==> src/rtl/lane_mover_pkg.sv <==
`default_nettype none
// ============================================================================
//  Module : lane_mover_pkg
//  Brief  : Shared coordinate constants, lane config types and reset helper.
//  Rev    : 1.0
// ============================================================================
package lane_mover_pkg;

   localparam int X_W   = 11;
   localparam int X_MIN = -48;
   localparam int X_MAX = 687;
   localparam int SPAN  = X_MAX - X_MIN + 1;

   typedef logic signed [X_W-1:0] pos_t;

   typedef struct packed {
      logic       dir;
      logic [3:0] period;
      logic [2:0] step;
   } lane_cfg_t;

   typedef enum logic {
      DIR_RIGHT = 1'b0,
      DIR_LEFT  = 1'b1
   } dir_e;

   function automatic pos_t reset_pos(input int lane, input int obj,
                                      input int spacing, input int stagger);
      return pos_t'(X_MIN + obj * spacing + lane * stagger);
   endfunction

endpackage
`default_nettype wire

==> src/rtl/lane_mover_lane.sv <==
`default_nettype none
// ============================================================================
//  Module : lane_mover_lane
//  Brief  : One scrolling lane: config register, frame divider and wrapping
//           object position registers.
//  Rev    : 1.0
// ============================================================================
module lane_mover_lane
   import lane_mover_pkg::*;
#(
   parameter int LANE_IDX      = 0,
   parameter int OBJS_PER_LANE = 3,
   parameter int SPACING       = 224,
   parameter int STAGGER       = 48
) (
   input  logic                         frame_clk,
   input  logic                         Reset,
   input  logic                         run,
   input  logic                         cfg_we,
   input  logic                         cfg_dir,
   input  logic [3:0]                   cfg_period,
   input  logic [2:0]                   cfg_step,
   output logic [OBJS_PER_LANE*X_W-1:0] obj_x,
   output logic                         lane_dir,
   output pos_t                         lane_step
);

   localparam logic      c_reset_dir = ((LANE_IDX % 2) == 1);
   localparam lane_cfg_t c_cfg_reset = '{dir: c_reset_dir, period: 4'd0, step: 3'd1};

   // Wrap arithmetic is one bit wider than a position so x +/- step never overflows.
   localparam logic signed [X_W:0] c_min_w  = (X_W+1)'(X_MIN);
   localparam logic signed [X_W:0] c_max_w  = (X_W+1)'(X_MAX);
   localparam logic signed [X_W:0] c_span_w = (X_W+1)'(SPAN);

   lane_cfg_t              r_cfg;
   logic [3:0]             r_cnt;
   pos_t                   r_lane_step;

   logic                   w_tick;
   logic                   w_move;
   logic signed [X_W:0]    w_step_ext;
   pos_t                   w_step_p;
   pos_t                   w_disp;

   assign w_tick     = (r_cnt == r_cfg.period);
   assign w_move     = run & ~cfg_we & w_tick;
   assign w_step_ext = {{(X_W-2){1'b0}}, r_cfg.step};
   assign w_step_p   = {{(X_W-3){1'b0}}, r_cfg.step};
   assign w_disp     = (r_cfg.dir == DIR_LEFT) ? -w_step_p : w_step_p;

   always_ff @(posedge frame_clk or posedge Reset) begin
      if (Reset) begin
         r_cfg       <= c_cfg_reset;
         r_cnt       <= 4'd0;
         r_lane_step <= '0;
      end else if (cfg_we) begin
         // A write always wins over a step due on the same edge.
         r_cfg       <= '{dir: cfg_dir, period: cfg_period, step: cfg_step};
         r_cnt       <= 4'd0;
         r_lane_step <= '0;
      end else if (run) begin
         r_cnt       <= w_tick ? 4'd0 : r_cnt + 4'd1;
         r_lane_step <= w_tick ? w_disp : '0;
      end else begin
         r_lane_step <= '0;
      end
   end

   generate
      for (genvar k = 0; k < OBJS_PER_LANE; k++) begin : g_obj
         localparam pos_t c_x_reset = reset_pos(LANE_IDX, k, SPACING, STAGGER);

         pos_t                r_x;
         logic signed [X_W:0] w_up;
         logic signed [X_W:0] w_dn;
         logic signed [X_W:0] w_next_wide;

         assign w_up = {r_x[X_W-1], r_x} + w_step_ext;
         assign w_dn = {r_x[X_W-1], r_x} - w_step_ext;

         always_comb begin
            w_next_wide = w_up;
            if (r_cfg.dir == DIR_LEFT) begin
               w_next_wide = (w_dn < c_min_w) ? w_dn + c_span_w : w_dn;
            end else begin
               w_next_wide = (w_up > c_max_w) ? w_up - c_span_w : w_up;
            end
         end

         always_ff @(posedge frame_clk or posedge Reset) begin
            if (Reset) begin
               r_x <= c_x_reset;
            end else if (w_move) begin
               r_x <= w_next_wide[X_W-1:0];
            end
         end

         assign obj_x[k*X_W +: X_W] = r_x;
      end
   endgenerate

   assign lane_dir  = r_cfg.dir;
   assign lane_step = r_lane_step;

endmodule
`default_nettype wire

==> src/rtl/lane_mover.sv <==
`default_nettype none
// ============================================================================
//  Module : lane_mover
//  Brief  : Multi-lane horizontal scroller for river/road rows with
//           runtime-writable per-lane direction, step and frame divider.
//  Rev    : 1.0
// ============================================================================
module lane_mover
   import lane_mover_pkg::*;
#(
   parameter int NUM_LANES     = 3,
   parameter int OBJS_PER_LANE = 3,
   parameter int SPACING       = 224,
   parameter int STAGGER       = 48,
   parameter int LANE_W        = (NUM_LANES > 1) ? $clog2(NUM_LANES) : 1
) (
   input  logic                                   frame_clk,
   input  logic                                   Reset,
   input  logic                                   run,
   input  logic                                   cfg_we,
   input  logic [LANE_W-1:0]                      cfg_lane,
   input  logic                                   cfg_dir,
   input  logic [3:0]                             cfg_period,
   input  logic [2:0]                             cfg_step,
   output logic [NUM_LANES*OBJS_PER_LANE*X_W-1:0] obj_x,
   output logic [NUM_LANES-1:0]                   lane_dir,
   output logic [NUM_LANES*X_W-1:0]               lane_step
);

   localparam int c_lane_bits = OBJS_PER_LANE * X_W;

   generate
      for (genvar l = 0; l < NUM_LANES; l++) begin : g_lane
         // Out-of-range lane indices match no instance and are dropped here.
         logic w_lane_we;
         pos_t w_lane_step;

         assign w_lane_we = cfg_we && (cfg_lane == LANE_W'(l));

         lane_mover_lane #(
            .LANE_IDX      (l),
            .OBJS_PER_LANE (OBJS_PER_LANE),
            .SPACING       (SPACING),
            .STAGGER       (STAGGER)
         ) u_lane (
            .frame_clk  (frame_clk),
            .Reset      (Reset),
            .run        (run),
            .cfg_we     (w_lane_we),
            .cfg_dir    (cfg_dir),
            .cfg_period (cfg_period),
            .cfg_step   (cfg_step),
            .obj_x      (obj_x[l*c_lane_bits +: c_lane_bits]),
            .lane_dir   (lane_dir[l]),
            .lane_step  (w_lane_step)
         );

         assign lane_step[l*X_W +: X_W] = w_lane_step;
      end
   endgenerate

endmodule
`default_nettype wire

==> config.mk <==
export PLATFORM = sky130hd
export DESIGN_NAME = lane_mover
export DESIGN_NICKNAME = d
export VERILOG_FILES = /design/src/rtl/lane_mover_pkg.sv /design/src/rtl/lane_mover_lane.sv /design/src/rtl/lane_mover.sv
export SDC_FILE = /design/constraint.sdc
export NUM_CORES = 1
export LEC_CHECK = 0
export CAP_MARGIN = 20
export CORE_AREA = 2 2 177 179
export DETAILED_ROUTE_END_ITERATION = 8
export DIE_AREA = 0 0 179 181
export PLACE_DENSITY_LB_ADDON = 0.3
export SYNTH_ARGS = -nofsm -noshare
export SYNTH_HDL_FRONTEND = slang
export SYNTH_HIERARCHICAL = 1
export SYNTH_SLANG_ARGS = --single-unit
==> constraint.sdc <==
create_clock -name frame_clk -period 3.5 [get_ports frame_clk]
set_input_delay 0.525 -clock frame_clk [delete_from_list [all_inputs] [get_ports frame_clk]]
set_output_delay 0.525 -clock frame_clk [all_outputs]
set_load 0.02 [all_outputs]
Word-level counts from Yosys, hierarchy flattened:

Cells that the tools add are included.

* register bits: 168
* bits of input ports: 14
* output and inout bits: 135

* add/sub/neg operators: 42
* $lt $le $gt $ge: 18
* eq/ne operators: 5
* mux-type cells: 48
* bitwise operators: 9
* reductions and logical operators: 7

Operators by type and width (count)
* 11-bit two-way mux: 39
* 11-bit by 4-bit adder with 12-bit output: 9
* 12-bit by 11-bit > comparator with 1-bit output, second input constant: 9
* 12-bit by 7-bit less-than comparator with 1-bit output, second input constant: 9
* 11-bit by 4-bit subtractor with 12-bit output: 9
* 11-bit adder, second input constant: 9
* 11-bit subtractor, second input constant: 9
* 4-bit two-way mux: 9
* 3-bit negation with 11-bit output: 3
* 4-bit by 1-bit adder with 4-bit output, second input constant: 3
* 4-bit equality test: 3
* 1-bit AND: 6
* 2-bit nonzero test: 3
* 1-bit logical AND: 3
* 1-bit NOT: 3
* 2-bit by 1-bit equality test with 1-bit output, second input constant: 1
* 2-bit equality test, second input constant: 1
* 2-bit zero test: 1

Depth between registers and ports, before layout:

Gate-level depths: netlist of run 1.

* depth after elaboration: 5
* gate-level depth with buffers: 15
* mapped depth without buffers: 15

Modules after synthesis:

The synthesis of run 1 kept the hierarchy.

By module, submodules not included
* lane_mover_lane (g_lane[0].u_lane): times used 1, cells each 715, area each 5647.9 um^2, sequential area each 1267.5 um^2
* lane_mover_lane (g_lane[2].u_lane): times used 1, cells each 659, area each 5457.7 um^2, sequential area each 1263.7 um^2
* lane_mover_lane (g_lane[1].u_lane): times used 1, cells each 652, area each 5193.7 um^2, sequential area each 1261.2 um^2
* lane_mover: times used 1, cells each 3, area each 30.0 um^2, sequential area each 0.0 um^2

Worst setup path after synthesis of run 1:

OpenSTA, ideal clock, no wires.

* path type: reg-to-reg
* start: reg g_lane[1].u_lane/r_cfg[1] in the netlist's numbering
* end: reg g_lane[1].u_lane.g_obj[1].r_x[5]
* arrival time: 3.253 ns
* data required time: 3.435 ns
* slack: 0.182 ns
* cell stages (with the launch flop): 12
* path buffers: 0
* period minus slack after synthesis: 3.318 ns
* cell sequence: dfrtp_1 inv_1 ha_1 nor2b_1 o211ai_1 and4b_1 o31a_1 or3_1 a221o_1 or3_1 a21oi_1 nand3b_1

* longest elaborated chain between the ends: 4
* elaborated cells between the ends (all ways): 9

Ends and longest elaborated chain
* start, declared: line lane_mover_lane.sv:36 `lane_cfg_t r_cfg;`
* start signal, assigned: line lane_mover_lane.sv:54 `r_cfg <= c_cfg_reset;`
* start signal, assigned: line lane_mover_lane.sv:59 `r_cfg <= '{dir: cfg_dir, period: cfg_period, step: cfg_step};`
* 11-bit by 4-bit adder with 12-bit output or 11-bit by 4-bit subtractor with 12-bit output (tied branches): line lane_mover_lane.sv:79, lane_mover_lane.sv:80
* 11-bit subtractor (tied with other cells): line lane_mover_lane.sv:87 `w_next_wide = (w_up > c_max_w) ? w_up - c_span_w : w_up;`
* 11-bit two-way mux, on equally long branches: line lane_mover_lane.sv:87, lane_mover_lane.sv:85
* 11-bit two-way mux (*): line lane_mover_lane.sv:84 `if (r_cfg.dir == DIR_LEFT) begin`
* end signal, assigned: line lane_mover_lane.sv:93 `r_x <= c_x_reset;`
* end signal, assigned: line lane_mover_lane.sv:95 `r_x <= w_next_wide[X_W-1:0];`
* end, declared: line lane_mover_lane.sv:74 `pos_t r_x;`

Mark *: on every way between the ends. The rest lies on a longest branch, timed or not.
A chain may end at the register's enable or synchronous reset.

Final worst setup path of run 1:

* start: reg g_lane[1].u_lane/r_cfg[2] in the netlist's numbering
* end: reg g_lane[1].u_lane.g_obj[1].r_x[5]

The elaborated chain is that of the path after synthesis.

==> results of run 1 <==
## power by group through the flow
stage / Combinational (uW) / Clock (uW) / Sequential (uW)
2_1_floorplan: 7580 / 0 / 3650
3_3_place_gp: 10000 / 0 / 3920
3_5_place_dp: 10200 / 0 / 3960
4_1_cts: 10300 / 1770 / 3940
5_1_grt: 11600 / 1850 / 4130
6_report: 10500 / 1750 / 3990
## worst paths after layout
| check | to | cells after the start |
|---|---|---|
| setup / recovery | g_lane[1].u_lane/g_obj[1].r_x[5]$_DFFE_PP1P_ | 11 |
| min in group frame_clk | g_lane[2].u_lane/r_cfg[5]$_DFFE_PP0P_ | 1 |
| hold / removal | g_lane[2].u_lane/r_cfg[6]$_DFFE_PP0P_ | 2 |
| setup reg to reg | g_lane[1].u_lane/g_obj[1].r_x[5]$_DFFE_PP1P_ | 11 |
| hold reg to reg | g_lane[2].u_lane/r_cfg[5]$_DFFE_PP0P_ | 1 |
| max in group asynchronous | g_lane[1].u_lane/lane_dir$_DFFE_PP1P_ | 3 |
## metrics by stage
step	hold slack, ns	utilization (%)	area [um2]	TNS, ns	cells
final	0.525	61.6	18700	0	2528
after global routing	0.523	61.6	18700	-0.217	2527
after CTS	0.507	61.3	18600	0	2523
after detailed placement	0.518	59.5	18000	0	2491
after global placement	0.513	59.5	18000	0	2491
after floorplan	0.502	-	16300	0	2029
## logic make-up (layout without fill, tap and decap cells)
kind of cell / count (synthesis) / in the layout / synth area share [%]
flip-flops: 150 / 150 / 23.2
buffers and inverters: 246 / 348 / 7.01
adder cells (fa/ha/maj): 99 / 99 / 8.41
AND/OR/NAND/NOR: 729 / 729 / 23.1
XOR/XNOR: 182 / 182 / 9.85
other: 0 / 1 / 0
multiplexers: 59 / 59 / 3.79
AO/OA/AOI/OAI: 564 / 564 / 24.6
## cells in the mapped netlist (10+ instances only)
master | instances | area [um2]
or2_2 | 11 | 68.8
and3_1 | 23 | 144
dfrtp_1 | 119 | 2980
inv_1 | 90 | 338
nor3b_1 | 12 | 90.1
o21a_1 | 10 | 75.1
a31oi_1 | 28 | 175
a22oi_1 | 13 | 97.6
and2_1 | 23 | 144
dfstp_2 | 31 | 815
nand4_1 | 19 | 119
o21ai_0 | 133 | 666
mux2_2 | 19 | 214
fa_1 | 18 | 360
nor3_1 | 42 | 210
ha_1 | 81 | 1010
o211ai_1 | 25 | 188
xnor2_1 | 130 | 1140
buf_4 | 21 | 158
a211o_1 | 10 | 87.6
nand2_1 | 197 | 739
mux2i_1 | 37 | 370
xor2_1 | 50 | 438
nand3b_1 | 21 | 158
o2111ai_1 | 21 | 184
buf_2 | 20 | 100
o31ai_1 | 20 | 150
nand2b_1 | 25 | 156
a211oi_1 | 19 | 143
or3_1 | 24 | 150
a21oi_1 | 106 | 531
nor2b_1 | 32 | 200
nor2_1 | 153 | 574
clkbuf_1 | 87 | 327
nand3_1 | 70 | 350
nor4_1 | 19 | 119
## layout make-up
cell class	count	area, um2	area share, %
Sequential cell	150	3790	20.3
Timing Repair Buffer	221	2030	10.9
Inverter	95	357	1.91
Tap cell	396	495	2.65
Clock inverter	14	120	0.643
Antenna cell	1	2.50	0.0134
Multi-Input combinational cell	1633	11500	61.3
Clock buffer	18	429	2.30
## what timing repair did
item                       CTS  global route
hold endpoints to repair     0             0
gates resized for setup      0            17
setup endpoints to repair    0            22
setup buffers                0             4
## layout by cell type (no fill, tap or decap), drive strengths merged, types with 33 or more instances in the layout
| cell | count |
|---|---|
| nor2 | 157 |
| mux2i | 37 |
| inv | 97 |
| xnor2 | 132 |
| nand2 | 197 |
| xor2 | 50 |
| ha | 81 |
| buf | 73 |
| dfrtp | 119 |
| nor2b | 33 |
| clkdlybuf4s50 | 148 |
| nor3 | 43 |
| nand3 | 70 |
| a21oi | 110 |
| o21ai | 144 |
## flip-flops by register name (all words and copies together) (netlist names)
signal,count
g_lane.u_lane/r_cnt,12
g_lane.u_lane/g_obj.r_x,99
g_lane.u_lane/lane_dir,3
g_lane.u_lane/lane_step,15
g_lane.u_lane/r_cfg,21
## worst max-delay path, delay by kind of cell, from the launching register on
family | cells | cell delay [ns]
AOI/OAI and AO/OA | 4 | 1.02
DFF | 1 | 0.45
and+or+nand+nor | 5 | 1.31
buffers and inverters | 1 | 0.15
adders and majority gates | 1 | 0.35
## layer usage
| layer | up-vias | GRT usage, % |
|---|---|---|
| met4 | 2 | 9.98 |
| met3 | 103 | 5.30 |
| met1 | 7662 | 39.8 |
| li1 | 7557 | - |
| met2 | 730 | 45.9 |
| met5 | - | 0 |
==> impl_metrics.yaml, run 1 <==
clock_network:
  numCtsBuffers: 17
  cts_tree: "done"
  root_buffer: "clkbuf_16"
  clk_pin_slew_ns: 0.07
  clkLatencyLatePin_ns: 0.43
  cts.path.max_buffers: 2
  hold_buffers: 0
  cts.sinks: 150
  cts.htree.levels: 4
hold_path:
  hold_class: "input pin to asynchronous set/reset pin"
power_and_ir_drop:
  p_total_uw: 16300
  pwr-share-comb_pct: 64.7
  p_clk_share_pct: 10.7
  p_leak_uw: 0.00737
  switching_share_pct: 50.8
  cellPowerDensity_nw_per_um2: 871
  power_switching_uw: 8260
  power_frac_seq_pct: 24.5
  ir_worst_vdd_uv: 548
  p_int_uw: 8010
routing:
  wl_met1_mm: 20.3
  routed_wl_mm: 46.9
  vias: 16100
  ant_nets: 0
  drc_errors: 0
  wl_per_cell_um: 18.6
  routed.top_layer: "met5"
  wl_met2_mm: 21.6
  initialDrtViolationCount: 1563
  dr.pass1.iters: 6
  met3_length_mm: 3.79
  vias_per_cell: 6.35
yosys:
  synthesis.area_um2: 16300
  synth_cell_types: 127
  syn_inst: 2029
  synth_edf_count: 0
  synthFlopType: "dfrtp_1"
  synth.yosys.seq_area_share_pct: 23.2
  yosys_warnings: 6
  syn_area_per_cell_um2: 8.05
  ys_ff_latch: 150
  synthArstFlopShare_pct: 100
  syn_nets: 2142
finish:
  layout-drive-gt1-share_pct: 11.8
  n_fill_cell: 2673
  area_growth_syn_to_layout_pct: 14.5
  layout.nets: 2231
worst_setup_path:
  crit_path_cell_trace: "inv_2 -> ha_2 -> nand2b_1 -> o211ai_1 -> and4b_1 -> o31a_1 -> or3_1 -> a221o_1 -> or3_1 -> a21oi_1 -> nand3b_1"
  crit_top_cell: "or3_1"
  critPathKind: "flip-flop to flip-flop"
  crit_path_end_kind: "flip-flop"
  r2r-start: "g_lane[1].u_lane/r_cfg[2]$_DFFE_PP0P_"
  cp-start-kind: "flip-flop"
  cp_slowest_cell: "dfrtp_1"
  crit_path_max_incr_delay_ns: 0.45
  worstPathMaxFanout: 7
  r2r_setup_slack_ns: 0.16
  critPathArrivalTime_ns: 3.71
  startpoint: "g_lane[1].u_lane/r_cfg[2]$_DFFE_PP0P_"
  cp.required_ns: 3.86
global_route:
  gr-usage-all-layers_pct: 29.1
  grt_overflow: 0
  grt_pass1_wl_mm: 77.5
  grt_pass1_vias: 15200
  antenna_found_initial: 4
  grt_start_max_net_pins: 44
timing:
  slew_headroom_pct: 52.3
  setup_viol: 0
  hold_viol_final: 0
  worstMarginPinSlew_ns: 0.707
  max_freq_mhz: 299
  fin_ws_ns: 0.155
  slew_violations: 0
  fin_crit_sh_pct: 95.6
  rsz0062_at_grt: "true"
  min_period_ns: 3.34
  clock_skew_ns: 0.0126
outcome:
  outcome: "complete, no violations"
die:
  io_pins: 149
  die_h_um: 181
  die-area_um2: 32400
  initial_core_util_pct: 53.8
  design.core.area_um2: 30300
  fp.dieW_um: 179
  rows: 64
placement:
  gp_congestion: 0.952
  hpwl_mm: 34.5
  portBuffers: 148
  post-place-ws_ns: 0.0630
flow_run:
  maxCapViolations: 0
Note: power is estimated with default switching activity, not from simulation.
==> run 2: changes to the inputs <==
--- a/config.mk
+++ b/config.mk
@@ -7,6 +7,7 @@
 export LEC_CHECK = 0
 export CAP_MARGIN = 20
 export CORE_AREA = 2 2 177 179
+export CTS_CLUSTER_SIZE = 20
 export DETAILED_ROUTE_END_ITERATION = 8
 export DIE_AREA = 0 0 179 181
 export PLACE_DENSITY_LB_ADDON = 0.3
==> results of run 2 <==
Same layout as run 1: the final DEF is identical, and so are final timing and power.
